<file path="src/rtl/bist_march_ctrl.sv">
// bist_march_ctrl
//   March C- sequencer for the 64x8 single-port BIST SRAM. Walks every data
//   background through the six March C- elements, drives one registered RAM
//   operation per cycle and checks every read against the expected word.
//
//   Parameters
//     ADDR_W        address width, depth = 2**ADDR_W
//     DATA_W        word width, power of 2 (up to 8, four backgrounds)
//     STOP_ON_FAIL  1 = abort to DONE on the first mismatch
//
//   Ports
//     clk, rst      rising-edge clock, synchronous active-high reset
//     start         level; launches a run from IDLE or DONE
//     mem_rdata     combinational RAM read data for the op on the bus
//     mem_cs        RAM chip select, high on every RUN cycle
//     mem_rwbar     1 = read, 0 = write
//     mem_addr      RAM address
//     mem_wdata     RAM write data
//     busy, done    run status; done holds until the next start
//     fail          sticky mismatch flag, cleared on start
//     fail_addr/elem/bg/exp/act  diagnostics of the first mismatch
module bist_march_ctrl #(
    parameter int ADDR_W       = 6,
    parameter int DATA_W       = 8,
    parameter int STOP_ON_FAIL = 0
) (
    input  logic              clk,
    input  logic              rst,
    input  logic              start,
    input  logic [DATA_W-1:0] mem_rdata,
    output logic              mem_cs,
    output logic              mem_rwbar,
    output logic [ADDR_W-1:0] mem_addr,
    output logic [DATA_W-1:0] mem_wdata,
    output logic              busy,
    output logic              done,
    output logic              fail,
    output logic [ADDR_W-1:0] fail_addr,
    output logic [2:0]        fail_elem,
    output logic [1:0]        fail_bg,
    output logic [DATA_W-1:0] fail_exp,
    output logic [DATA_W-1:0] fail_act
);

    localparam int                NBG      = $clog2(DATA_W) + 1;
    localparam logic [1:0]        LAST_BG  = 2'(NBG - 1);
    localparam logic [ADDR_W-1:0] ADDR_MAX = '1;

    localparam logic [1:0] S_IDLE = 2'd0;
    localparam logic [1:0] S_RUN  = 2'd1;
    localparam logic [1:0] S_DONE = 2'd2;

    // Background k: k=0 is all zeros, otherwise alternating runs of
    // 2**(k-1) ones and zeros starting with ones at bit 0 (55, 33, 0F).
    function automatic logic [DATA_W-1:0] bg_word(input logic [1:0] k);
        logic [DATA_W-1:0] w;
        w = '0;
        if (k != 2'd0) begin
            for (int i = 0; i < DATA_W; i++) begin
                w[i] = (((i >> (int'(k) - 1)) & 1) == 0);
            end
        end
        return w;
    endfunction

    logic [1:0]        state;

    // Issue-stage counters: the operation to be placed on the bus next.
    logic [2:0]        elem_p0;
    logic [1:0]        bg_p0;
    logic [ADDR_W-1:0] addr_p0;
    logic              phase_p0;   // 0 = first op of element, 1 = second (write)
    logic              fin;        // final operation has been issued

    // Bus-stage copies of the operation currently on the RAM pins.
    logic [DATA_W-1:0] exp_p1;
    logic [2:0]        elem_p1;
    logic [1:0]        bg_p1;

    logic [DATA_W-1:0] d0;
    logic              two_op;
    logic              down;
    logic              is_read;
    logic [DATA_W-1:0] op_data;
    logic              at_end;
    logic              elem_end;
    logic              last_op;
    logic [2:0]        nxt_elem;
    logic [1:0]        nxt_bg;
    logic [ADDR_W-1:0] nxt_addr;
    logic              nxt_phase;
    logic              rd_check;
    logic              mismatch;
    logic              stop_now;
    logic              issue;

    always_comb begin
        d0      = bg_word(bg_p0);
        two_op  = (elem_p0 >= 3'd1) && (elem_p0 <= 3'd4);
        down    = (elem_p0 == 3'd3) || (elem_p0 == 3'd4);
        is_read = (elem_p0 == 3'd5) || (two_op && !phase_p0);

        // Reads in E2/E4 expect D1; writes in E1/E3 store D1.
        if (is_read) begin
            op_data = ((elem_p0 == 3'd2) || (elem_p0 == 3'd4)) ? ~d0 : d0;
        end else begin
            op_data = ((elem_p0 == 3'd1) || (elem_p0 == 3'd3)) ? ~d0 : d0;
        end

        at_end   = down ? (addr_p0 == '0) : (addr_p0 == ADDR_MAX);
        elem_end = at_end && !(two_op && !phase_p0);
        last_op  = elem_end && (elem_p0 == 3'd5) && (bg_p0 == LAST_BG);

        nxt_phase = 1'b0;
        nxt_addr  = addr_p0;
        nxt_elem  = elem_p0;
        nxt_bg    = bg_p0;
        if (two_op && !phase_p0) begin
            nxt_phase = 1'b1;
        end else if (!at_end) begin
            nxt_addr = down ? (addr_p0 - 1'b1) : (addr_p0 + 1'b1);
        end else if (elem_p0 == 3'd5) begin
            nxt_elem = 3'd0;
            nxt_bg   = bg_p0 + 2'd1;
            nxt_addr = '0;
        end else begin
            nxt_elem = elem_p0 + 3'd1;
            // E3 and E4 run downward, so they start from the top address.
            nxt_addr = ((elem_p0 == 3'd2) || (elem_p0 == 3'd3)) ? ADDR_MAX : '0;
        end

        // A read on the bus closes at this edge; mem_rdata is valid now.
        rd_check = mem_cs && mem_rwbar;
        mismatch = rd_check && (mem_rdata != exp_p1);
        stop_now = mismatch && (STOP_ON_FAIL != 0);
        issue    = (state == S_RUN) && !fin && !stop_now;
    end

    // ---- p0 -> p1: control, RAM pins and diagnostics ----
    always_ff @(posedge clk) begin
        if (rst) begin
            state     <= S_IDLE;
            elem_p0   <= 3'd0;
            bg_p0     <= 2'd0;
            addr_p0   <= '0;
            phase_p0  <= 1'b0;
            fin       <= 1'b0;
            mem_cs    <= 1'b0;
            mem_rwbar <= 1'b0;
            mem_addr  <= '0;
            mem_wdata <= '0;
            busy      <= 1'b0;
            done      <= 1'b0;
            fail      <= 1'b0;
            fail_addr <= '0;
            fail_elem <= 3'd0;
            fail_bg   <= 2'd0;
            fail_exp  <= '0;
            fail_act  <= '0;
        end else begin
            case (state)
                S_IDLE, S_DONE: begin
                    if (start) begin
                        state     <= S_RUN;
                        done      <= 1'b0;
                        fail      <= 1'b0;
                        fail_addr <= '0;
                        fail_elem <= 3'd0;
                        fail_bg   <= 2'd0;
                        fail_exp  <= '0;
                        fail_act  <= '0;
                        elem_p0   <= 3'd0;
                        bg_p0     <= 2'd0;
                        addr_p0   <= '0;
                        phase_p0  <= 1'b0;
                        fin       <= 1'b0;
                    end
                end
                S_RUN: begin
                    if (mismatch) begin
                        fail <= 1'b1;
                        if (!fail) begin
                            fail_addr <= mem_addr;
                            fail_elem <= elem_p1;
                            fail_bg   <= bg_p1;
                            fail_exp  <= exp_p1;
                            fail_act  <= mem_rdata;
                        end
                    end
                    if (stop_now || fin) begin
                        state  <= S_DONE;
                        busy   <= 1'b0;
                        done   <= 1'b1;
                        mem_cs <= 1'b0;
                    end else begin
                        mem_cs    <= 1'b1;
                        mem_rwbar <= is_read;
                        mem_addr  <= addr_p0;
                        mem_wdata <= op_data;
                        busy      <= 1'b1;
                        elem_p0   <= nxt_elem;
                        bg_p0     <= nxt_bg;
                        addr_p0   <= nxt_addr;
                        phase_p0  <= nxt_phase;
                        fin       <= last_op;
                    end
                end
                default: state <= S_IDLE;
            endcase
        end
    end

    // ---- p0 -> p1: expected word and tags for the op on the bus ----
    always_ff @(posedge clk) begin
        if (issue) begin
            exp_p1  <= op_data;
            elem_p1 <= elem_p0;
            bg_p1   <= bg_p0;
        end
    end

endmodule

</file>
<file path="config.mk">
export PLATFORM = sky130hd
export DESIGN_NAME = bist_march_ctrl
export DESIGN_NICKNAME = d
export VERILOG_FILES = /design/src/rtl/bist_march_ctrl.sv
export SDC_FILE = /design/constraint.sdc
export NUM_CORES = 1
export LEC_CHECK = 0
export BUFFER_PORTS_ARGS = -buffer_cell sky130_fd_sc_hd__buf_2
export CAP_MARGIN = 0
export CORE_UTILIZATION = 30
export DETAILED_ROUTE_END_ITERATION = 7
export PLACE_DENSITY = 0.59
export SYNTH_ARGS = -nofsm -noshare
export SYNTH_HDL_FRONTEND = slang
export SYNTH_SLANG_ARGS = --single-unit
export TNS_END_PERCENT = 10
</file>
<file path="constraint.sdc">
create_clock -name clk -period 3.57 [get_ports clk]
set_input_delay 0.8925 -clock clk [delete_from_list [all_inputs] [get_ports clk]]
set_output_delay 0.8925 -clock clk [all_outputs]
set_load 0.01 [all_outputs]
</file>
==> impl_metrics.ini, run 1 <==
[detailed_routing]
ant_nets = 0
vias = 2858
wl_um = 8310
detailedRoute.firstPassIterationCount = 4
wl_per_cell_um = 14.8
drc = 0
m1WireLength_um = 4100
post_drt_via_cell_ratio = 5.08
dr_wl_met3_um = 371
highest-signal-layer = met4
wl_met2_um = 3790
drt-initial-drc-count = 186

[synth]
synthMuxAreaShare = 0.00602
ys_top_cells_by_area = dfxtp_1 34%, edfxtp_1 11%, nand4b_1 6.9%
avgSynthCellArea_um2 = 9.55
syn_inst = 370
synth_top_family_by_area = simple AND/OR/NAND/NOR gates
yosys.area.top_type = dfxtp_1
synth_top_area_frac = 0.340
yosysSeqAreaShare = 0.450
yosysUniqueCellTypes = 56
synth-compound-area-share = 0.165
yosys.area_share.adder = 0.0411
synth_edf_count = 13
synth_seq_cells = 73
synth_xor_area_frac = 0.0446
synth_nets = 392
ys.flop_type = dfxtp_1
yosysWarnings = 0
syn-cell-area_um2 = 3530
synth-simple-area-share = 0.242
async_flop_share = 0

[setup_path]
r2r_slack_ps = 990
end_kind = flop
start_kind = flop
cp_top_family = compound AO/OA/AOI/OAI gates
r2r_end = addr_p0[5]$_SDFFE_PP0P_
cp_data_required_time_ps = 3770
cp_cell_sequence = nor3b_1, or2_2, ha_1, a211oi_1, o21ai_0, a2bb2oi_1, o21a_1, o211ai_1
r2r_cells = 8
crit_slowest_cell = dfxtp_1
rr_startpoint = elem_p0[2]$_SDFFE_PP0P_
critical_path.max_fanout = 13
critPathKind = flop to flop
cp.arrival_ps = 2790
cp.buffers_inverters = 0
max_stage_delay_ps = 600

[clock_tree]
cts_tree = done
clkLatencyLatePin_ps = 320
postCtsResizedCells = 0
clockRootBuffer = clkbuf_16
clkTransAtPathRegs_ps = 50
cts_hold_buf = 0
cts_buffers = 9
cts_setup_buffers = 0
clock-sinks = 73
cts_buffer_depth = 2
htreeDepth = 3

[sta]
worst_pin_slew_ps = 1050
fin_crit_ps = 2580
setup_tns_ps = 0
finalSetupViolCount = 0
period_share = 0.724
max_freq_ghz = 0.387
slew-limit-headroom = 0.299
hold_viol = 0
rsz0062_at_grt = false
finalWorstSetupSlack_ps = 987
fin_skew_ps = 5.60
whs_ps = 454
slew_viol_final = 0

[floorplanning]
ios = 57
die_height_um = 111
die_w_um = 111
die-area_um2 = 12200
core_um2 = 11500
row_count = 39
start_util = 0.308

[min_path]
whs_endpoint = done$_SDFFE_PP0P_
min_from = done$_SDFFE_PP0P_
hp-class = flop to flop
min_path_cells = 2

[layout]
drive_above_1_share = 0.212
area_delta_synth_final_pct = 18.3
final_common_cell = dfxtp_1
fin_cells = 563
layout_common_cells = 60 x dfxtp_1, 56 x buf_2, 45 x a21oi_1
diodes = 0
nNetsFinal = 437

[global_routing]
grt_pass1_vias = 2587
grt_max_degree = 60
grt_pass1_wl_um = 13600
grt_antenna_before_repair = 0
grt.total_usage = 0.138
grt_remaining_overflow = 0

[job]
cap_violations = 0

[power_and_ir_drop]
powerDensity_nw_per_um2 = 450
irDropWorstVdd_v = 0.000231
leakage_nw = 1.62
power.total_mw = 1.88

[status]
outcome = complete, no violations

[placement]
place_ws_ps = 851
port_buffers = 56
hpwl_um = 5880
gp_congestion = 0.734
post-place-cells = 547
## power breakdown
group	switching, mW	total, mW	internal (mW)
registers	0.0173	0.875	0.857
logic	0.0874	0.129	0.0415
clock network	0.321	0.879	0.558
## how the worst max path moves through the flow
| stage | cells past startpoint | to | startpoint |
|---|---|---|---|
| after detailed placement | 7 | fail_act[5]$_SDFFE_PP0P_ | mem_rdata[4] |
| after floorplan | 7 | fail_addr[3]$_SDFFE_PP0P_ | mem_rdata[4] |
| final | 8 | addr_p0[5]$_SDFFE_PP0P_ | elem_p0[2]$_SDFFE_PP0P_ |
| after CTS | 8 | addr_p0[5]$_SDFFE_PP0P_ | elem_p0[2]$_SDFFE_PP0P_ |
| after global routing | 8 | addr_p0[5]$_SDFFE_PP0P_ | elem_p0[2]$_SDFFE_PP0P_ |
| after global placement | 7 | fail_elem[1]$_SDFFE_PP0P_ | mem_rdata[4] |
## stage by stage
stage                     instance area, um^2  utilization
after floorplan                          3530            -
after global placement                   3890        0.339
after detailed placement                 3890        0.339
after CTS                                4180        0.365
after global routing                     4180        0.365
final                                    4180        0.365
## sequential cells by signal (all words and copies together) (netlist names), 3 cells and up
register   cells
fail_addr      6
mem_wdata      8
exp_p1         8
fail_exp       8
addr_p0        6
fail_elem      3
fail_act       8
mem_addr       6
elem_p1        3
elem_p0        3
## cell families (layout without fill, tap and decap cells)
group,after synthesis,after routing
mux,2,2
xor+xnor,18,18
buf+inv,36,86
simple gates,143,143
fa+ha+maj,11,11
compound gates,87,87
flops,73,73
## tightest hold or removal path, cell delays in order (launching register included)
cell and delay (ps):
dfxtp_1 300, nand2_1 50, a21oi_1 50
## layout make-up
cell class,instances,area [um^2]
Timing Repair Buffer,63,333
Clock inverter,3,40.0
Sequential cell,73,1590
Clock buffer,13,250
Multi-Input combinational cell,261,1760
Fill cell,1129,7290
Tap cell,143,179
Inverter,7,26.3
## Yosys cell counts, drive strengths merged, types with 2 or more instances
library cell,number
a211oi,2
a21o,4
a21oi,45
a311oi,4
a31oi,2
and2,3
and3b,2
buf,16
clkbuf,13
dfxtp,60
edfxtp,13
ha,10
inv,7
nand2,21
nand2b,3
nand3,30
nand3b,2
nand4,3
nand4b,28
nor2,31
nor2b,3
nor3,7
nor3b,4
nor4,2
o211ai,3
o21a,10
o21ai,7
o2bb2ai,4
or4,2
xnor2,8
xor2,10
## per-layer routing
layer	up-vias	global-route usage
li1	1437	-
met1	1355	0.190
met2	60	0.207
met4	0	0.0400
met5	-	0
met3	6	0.0401
No activity file was read; power rests on OpenSTA's default activity.
==> run 2: changes to the inputs <==
Settings changed: ABC_AREA set to 1.
Clock period 3.57 ns to 2.6 ns, I/O delays scaled along.
==> run 2 against run 1 <==
- sequential cell count unchanged
- highest routed layer unchanged
- sequential power up 47%
- synthesized cell count is 35% higher
- critical endpoint unchanged
- synthesized area up 6.1%
- cell count rose by 29%
- clock skew shrank 0.93 ps
- maximum frequency up 19%
==> impl_metrics.ini, run 2 <==
[detailed_routing]
detailedRoute.firstPassIterationCount = 4
wl_per_cell_um = 11.6
wl_um = 8400
drc = 0
vias = 3174
ant_nets = 0
drt-initial-drc-count = 161
post_drt_via_cell_ratio = 4.38

[setup_path]
cpMostUsedCell = nand2_1
crit_slowest_cell = dfxtp_1
start_kind = flop
critPathKind = flop to flop
cp_data_required_time_ps = 2820
r2r_end = addr_p0[5]$_SDFFE_PP0P_
cp_cell_sequence = nand2_1, nand2_1, nand2_2, inv_1, ha_1, nand3_1, nand3_1, a21boi_0, nor2_1, o21ai_1, nand2_1
end_kind = flop
r2r_slack_ps = 430
cp.arrival_ps = 2400
critical_path.max_fanout = 10
r2r_cells = 11
rr_startpoint = elem_p0[0]$_SDFFE_PP0P_
max_stage_delay_ps = 560

[min_path]
whs_endpoint = fail_elem[1]$_SDFFE_PP0P_
hp-class = flop to flop
min_path_cells = 2
min_from = fail_elem[1]$_SDFFE_PP0P_

[synth]
yosysWarnings = 0
ys.flop_type = dfxtp_1
yosysSeqAreaShare = 0.424
async_flop_share = 0
syn-cell-area_um2 = 3750
yosys.area.top_type = dfxtp_1
synth_edf_count = 13
yosysUniqueCellTypes = 36
yosys-top-cells-count = 162 x nand2_1, 70 x nor2_1, 60 x dfxtp_1
synth_seq_cells = 73
avgSynthCellArea_um2 = 7.50
synth_nets = 522
yosysMostFrequentCell = nand2_1
ys_top_cells_by_area = dfxtp_1 32%, nand2_1 16%, edfxtp_1 10%
syn_inst = 500
synth_top_area_frac = 0.320

[clock_tree]
htreeDepth = 3
cts_buffers = 9
cts_tree = done
clockRootBuffer = clkbuf_16
cts_buffer_depth = 2
cts_setup_buffers = 0
cts_hold_buf = 0
clock-sinks = 73
clkLatencyLatePin_ps = 330
clkTransAtPathRegs_ps = 60
postCtsResizedCells = 0

[placement]
hpwl_um = 6150
port_buffers = 56
gp_congestion = 0.830

[global_routing]
grt_pass1_wl_um = 14000
grt.total_usage = 0.136
grt_pass1_vias = 2918
grt_remaining_overflow = 0
grt_max_degree = 43
grt_antenna_before_repair = 0

[layout]
fillers = 1315
area_delta_synth_final_pct = 19.1
drive_above_1_share = 0.196
diodes = 0
final_common_cell = nand2_1
nNetsFinal = 573
layout_common_cells = 162 x nand2_1, 70 x nor2_1, 60 x dfxtp_1

[sta]
rsz0062_at_grt = false
period_share = 0.836
setup_tns_ps = 0
fin_skew_ps = 4.67
slew-limit-headroom = 0.681
finalSetupViolCount = 0
max_freq_ghz = 0.460
hold_viol = 0
slew_viol_final = 0
worst_pin_slew_ps = 478
fin_crit_ps = 2170

[status]
outcome = complete, no violations

[power_and_ir_drop]
irDropWorstVdd_v = 0.000315
power.total_mw = 3.03
powerDensity_nw_per_um2 = 680
leakage_nw = 2.17

[floorplanning]
die-area_um2 = 13000
die_w_um = 114
start_util = 0.310
ios = 57
row_count = 40
die_height_um = 114
core_um2 = 12100

[job]
cap_violations = 0
## run 2: cell families (layout without fill, tap and decap cells)
| group | count (synthesis) | after routing | share of synthesized area |
|---|---|---|---|
| xor+xnor | 20 | 20 | 0.0467 |
| flops | 73 | 73 | 0.424 |
| compound gates | 57 | 57 | 0.0931 |
| buf+inv | 63 | 119 | 0.0757 |
| fa+ha+maj | 11 | 11 | 0.0387 |
| simple gates | 276 | 276 | 0.321 |
## run 2: critical path: cells and delay by family, from the launching register on
family          cells  cell delay (ps)
fa+ha+maj           1              300
flops               1              560
buf+inv             1              170
compound gates      2              390
simple gates        7              630
## run 2: report_power, final
part	total [mW]	internal (mW)	switching, mW
Sequential	1.29	1.24	0.0483
Clock	1.28	0.825	0.459
Combinational	0.463	0.173	0.290
## run 2: through the flow
stage                     utilization  worst slack [ps]  hold slack [ps]  instance area, um^2  instances
after floorplan                     -               725              431                 3750        500
after global placement          0.342               478              452                 4150        708
after detailed placement        0.342               443              469                 4150        708
after CTS                       0.369               451              477                 4460        724
after global routing            0.369               195              501                 4460        724
final                           0.369               427              474                 4460        724
## run 2: layer usage
| metal | track usage | wire (um) | up-vias |
|---|---|---|---|
| met5 | 0 | 0 | - |
| met3 | 0.0340 | 311 | 13 |
| met2 | 0.230 | 3980 | 49 |
| met1 | 0.165 | 3950 | 1445 |
| li1 | - | - | 1667 |
| met4 | 0.0589 | 156 | 0 |
## run 2: how the worst max path moves through the flow
stage / start / endpoint / slack [ps] / depth (start not counted)
finish: elem_p0[0]$_SDFFE_PP0P_ / addr_p0[5]$_SDFFE_PP0P_ / 430 / 11
global route: elem_p0[0]$_SDFFE_PP0P_ / addr_p0[5]$_SDFFE_PP0P_ / 190 / 11
CTS: elem_p0[0]$_SDFFE_PP0P_ / addr_p0[5]$_SDFFE_PP0P_ / 450 / 11
detailed placement: mem_rdata[7] / fail_elem[2]$_SDFFE_PP0P_ / 440 / 12
global placement: mem_rdata[7] / fail_exp[4]$_SDFFE_PP0P_ / 480 / 12
floorplan: elem_p0[0]$_SDFFE_PP0P_ / addr_p0[5]$_SDFFE_PP0P_ / 720 / 11
## run 2: layout make-up
cell class / instances / area (um^2) / share of cell area
Multi-Input combinational cell: 364 / 1870 / 0.420
Clock buffer: 12 / 268 / 0.0600
Clock inverter: 4 / 48.8 / 0.0109
Inverter: 43 / 161 / 0.0362
Tap cell: 168 / 210 / 0.0471
Timing Repair Buffer: 60 / 310 / 0.0695
Sequential cell: 73 / 1590 / 0.357
==> run 3: changes to the inputs <==
Settings changed: PLACE_DENSITY 0.59 to 0.6.
Clock period 2.6 ns to 1.95 ns, I/O delays scaled along.
==> run 3 against run 2 <==
- sequential cell count is the same
- first-iteration DRC count grew 39%
- global-route usage shrank 0.080 points
- sequential share of layout area shrank 0.30 points
- total power grew 31%
- clock power grew 27%
- register-to-register slack lost 300 ps
- cell count grew 1.1%
- combinational power grew 36%
- largest cell class unchanged
- highest routed layer unchanged
==> impl_metrics.ini, run 3 (synthesis gave the netlist of run 2 again) <==
[status]
outcome = complete, no violations

[sta]
fin_skew_ps = 5.63
period_share = 0.936
rsz0062_at_grt = false
worst_pin_slew_ps = 507
max_freq_ghz = 0.548
fin_crit_ps = 1820
slew_viol_final = 0
hold_viol = 0
finalSetupViolCount = 0
setup_tns_ps = 0
slew-limit-headroom = 0.662
whs_ps = 470
finalWorstSetupSlack_ps = 126

[floorplanning]
die-area_um2 = 13000
die_height_um = 114
start_util = 0.310
core_um2 = 12100
die_w_um = 114
ios = 57
row_count = 40

[power_and_ir_drop]
p_clk_frac = 0.409
irDropWorstVdd_v = 0.000441
power.switching_mw = 1.09
powerDensity_nw_per_um2 = 880
swShare = 0.275
combPwrFrac = 0.159
leakage_nw = 2.19
p_int_mw = 2.87
p_seq_frac = 0.432
power.total_mw = 3.97

[detailed_routing]
detailedRoute.firstPassIterationCount = 4
drt-initial-drc-count = 223
wl_per_cell_um = 11.4
vias = 3147
wl_um = 8380
drc = 0
post_drt_via_cell_ratio = 4.30
ant_nets = 0

[placement]
place_ws_ps = 8.71
dpl_cell_area_um2 = 4210
gp_congestion = 0.799
hpwl_um = 6390
port_buffers = 56

[clock_tree]
cts_buffers = 9
cts_tree = done
cts_hold_buf = 0
cts_setup_buffers = 0
htreeDepth = 3
clock-sinks = 73
clkLatencyLatePin_ps = 330
clockRootBuffer = clkbuf_16
clkTransAtPathRegs_ps = 60
cts_buffer_depth = 2

[global_routing]
grt_remaining_overflow = 0
grt_antenna_before_repair = 0
grt_pass1_vias = 2951
grt.total_usage = 0.135
grt_pass1_wl_um = 13800
grt_max_degree = 43

[layout]
fillers = 1283
multi_input_area_um2 = 1870
register_area_um2 = 1590
drive_above_1_share = 0.213
diodes = 0
final_common_cell = nand2_1
nNetsFinal = 581
layout_common_cells = 162 x nand2_1, 70 x nor2_1, 59 x dfxtp_1
area_delta_synth_final_pct = 20.2
stdcell_area_um2 = 4510

[job]
cap_violations = 0

[setup_path]
critPathKind = flop to flop
cpMostUsedCell = nand2_1
max_stage_delay_ps = 390
cp.arrival_ps = 2040
end_kind = flop
cp_cell_sequence = nand2_1, nand2_1, nand2_2, inv_2, fa_1, nand2_1, nand2_1, a21oi_1, nor2_1, o21ai_0, o21ai_1
crit_slowest_cell = fa_1
cp_data_required_time_ps = 2170
critical_path.max_fanout = 5
start_kind = flop

[min_path]
hp-class = primary input to flop
[run 3: through the flow]
step                 util  instances
global placement    0.347        716
CTS                 0.372        732
floorplan               -        500
global route        0.372        732
finish              0.372        732
detailed placement  0.347        716
[run 3: critical path, delay by kind of cell, from the launching register on]
kind	cells	cell delay, ps
adders and majority gates	1	390
and+or+nand+nor	6	490
DFF	1	350
AOI/OAI and AO/OA	3	420
buffers and inverters	1	70
[run 3: worst paths after layout]
kind,startpoint,end,slack [ps],cells after the start
setup / recovery,elem_p0[1]$_SDFFE_PP0P_,addr_p0[4]$_SDFFE_PP0P_,130,11
hold / removal,start,state[1]$_SDFFE_PP0P_,470,4
setup reg to reg,elem_p0[1]$_SDFFE_PP0P_,addr_p0[4]$_SDFFE_PP0P_,130,11
hold reg to reg,fin$_SDFFE_PP0P_,fin$_SDFFE_PP0P_,470,2
[run 3: layout make-up]
| type | count | share of cell area |
|---|---|---|
| clock buffers | 9 | 0.0500 |
| clock inverters | 7 | 0.0158 |
| inverters | 43 | 0.0358 |
| multi-input cells | 364 | 0.416 |
| flip-flops and latches | 73 | 0.354 |
| well taps | 168 | 0.0467 |
| repair buffers | 68 | 0.0822 |
[run 3: power groups by stage]
stage | sequential, mW | combinational (mW) | clock (mW)
after floorplan | 1.76 | 0.439 | 0
after global placement | 1.74 | 0.623 | 0
after detailed placement | 1.75 | 0.635 | 0
after CTS | 1.71 | 0.638 | 1.66
after global routing | 1.73 | 0.710 | 1.73
final | 1.71 | 0.631 | 1.62
[run 3: metal layers]
metal  wire, um  track usage
met1       3860        0.165
met2       4030        0.230
met3        358       0.0319
met4        131       0.0545
met5          0            0
[run 3: what timing repair did]
item | CTS | global route
setup endpoints to repair | 0 | 3
gates resized for setup | 0 | 3
endpoints found under the hold margin | 0 | 0
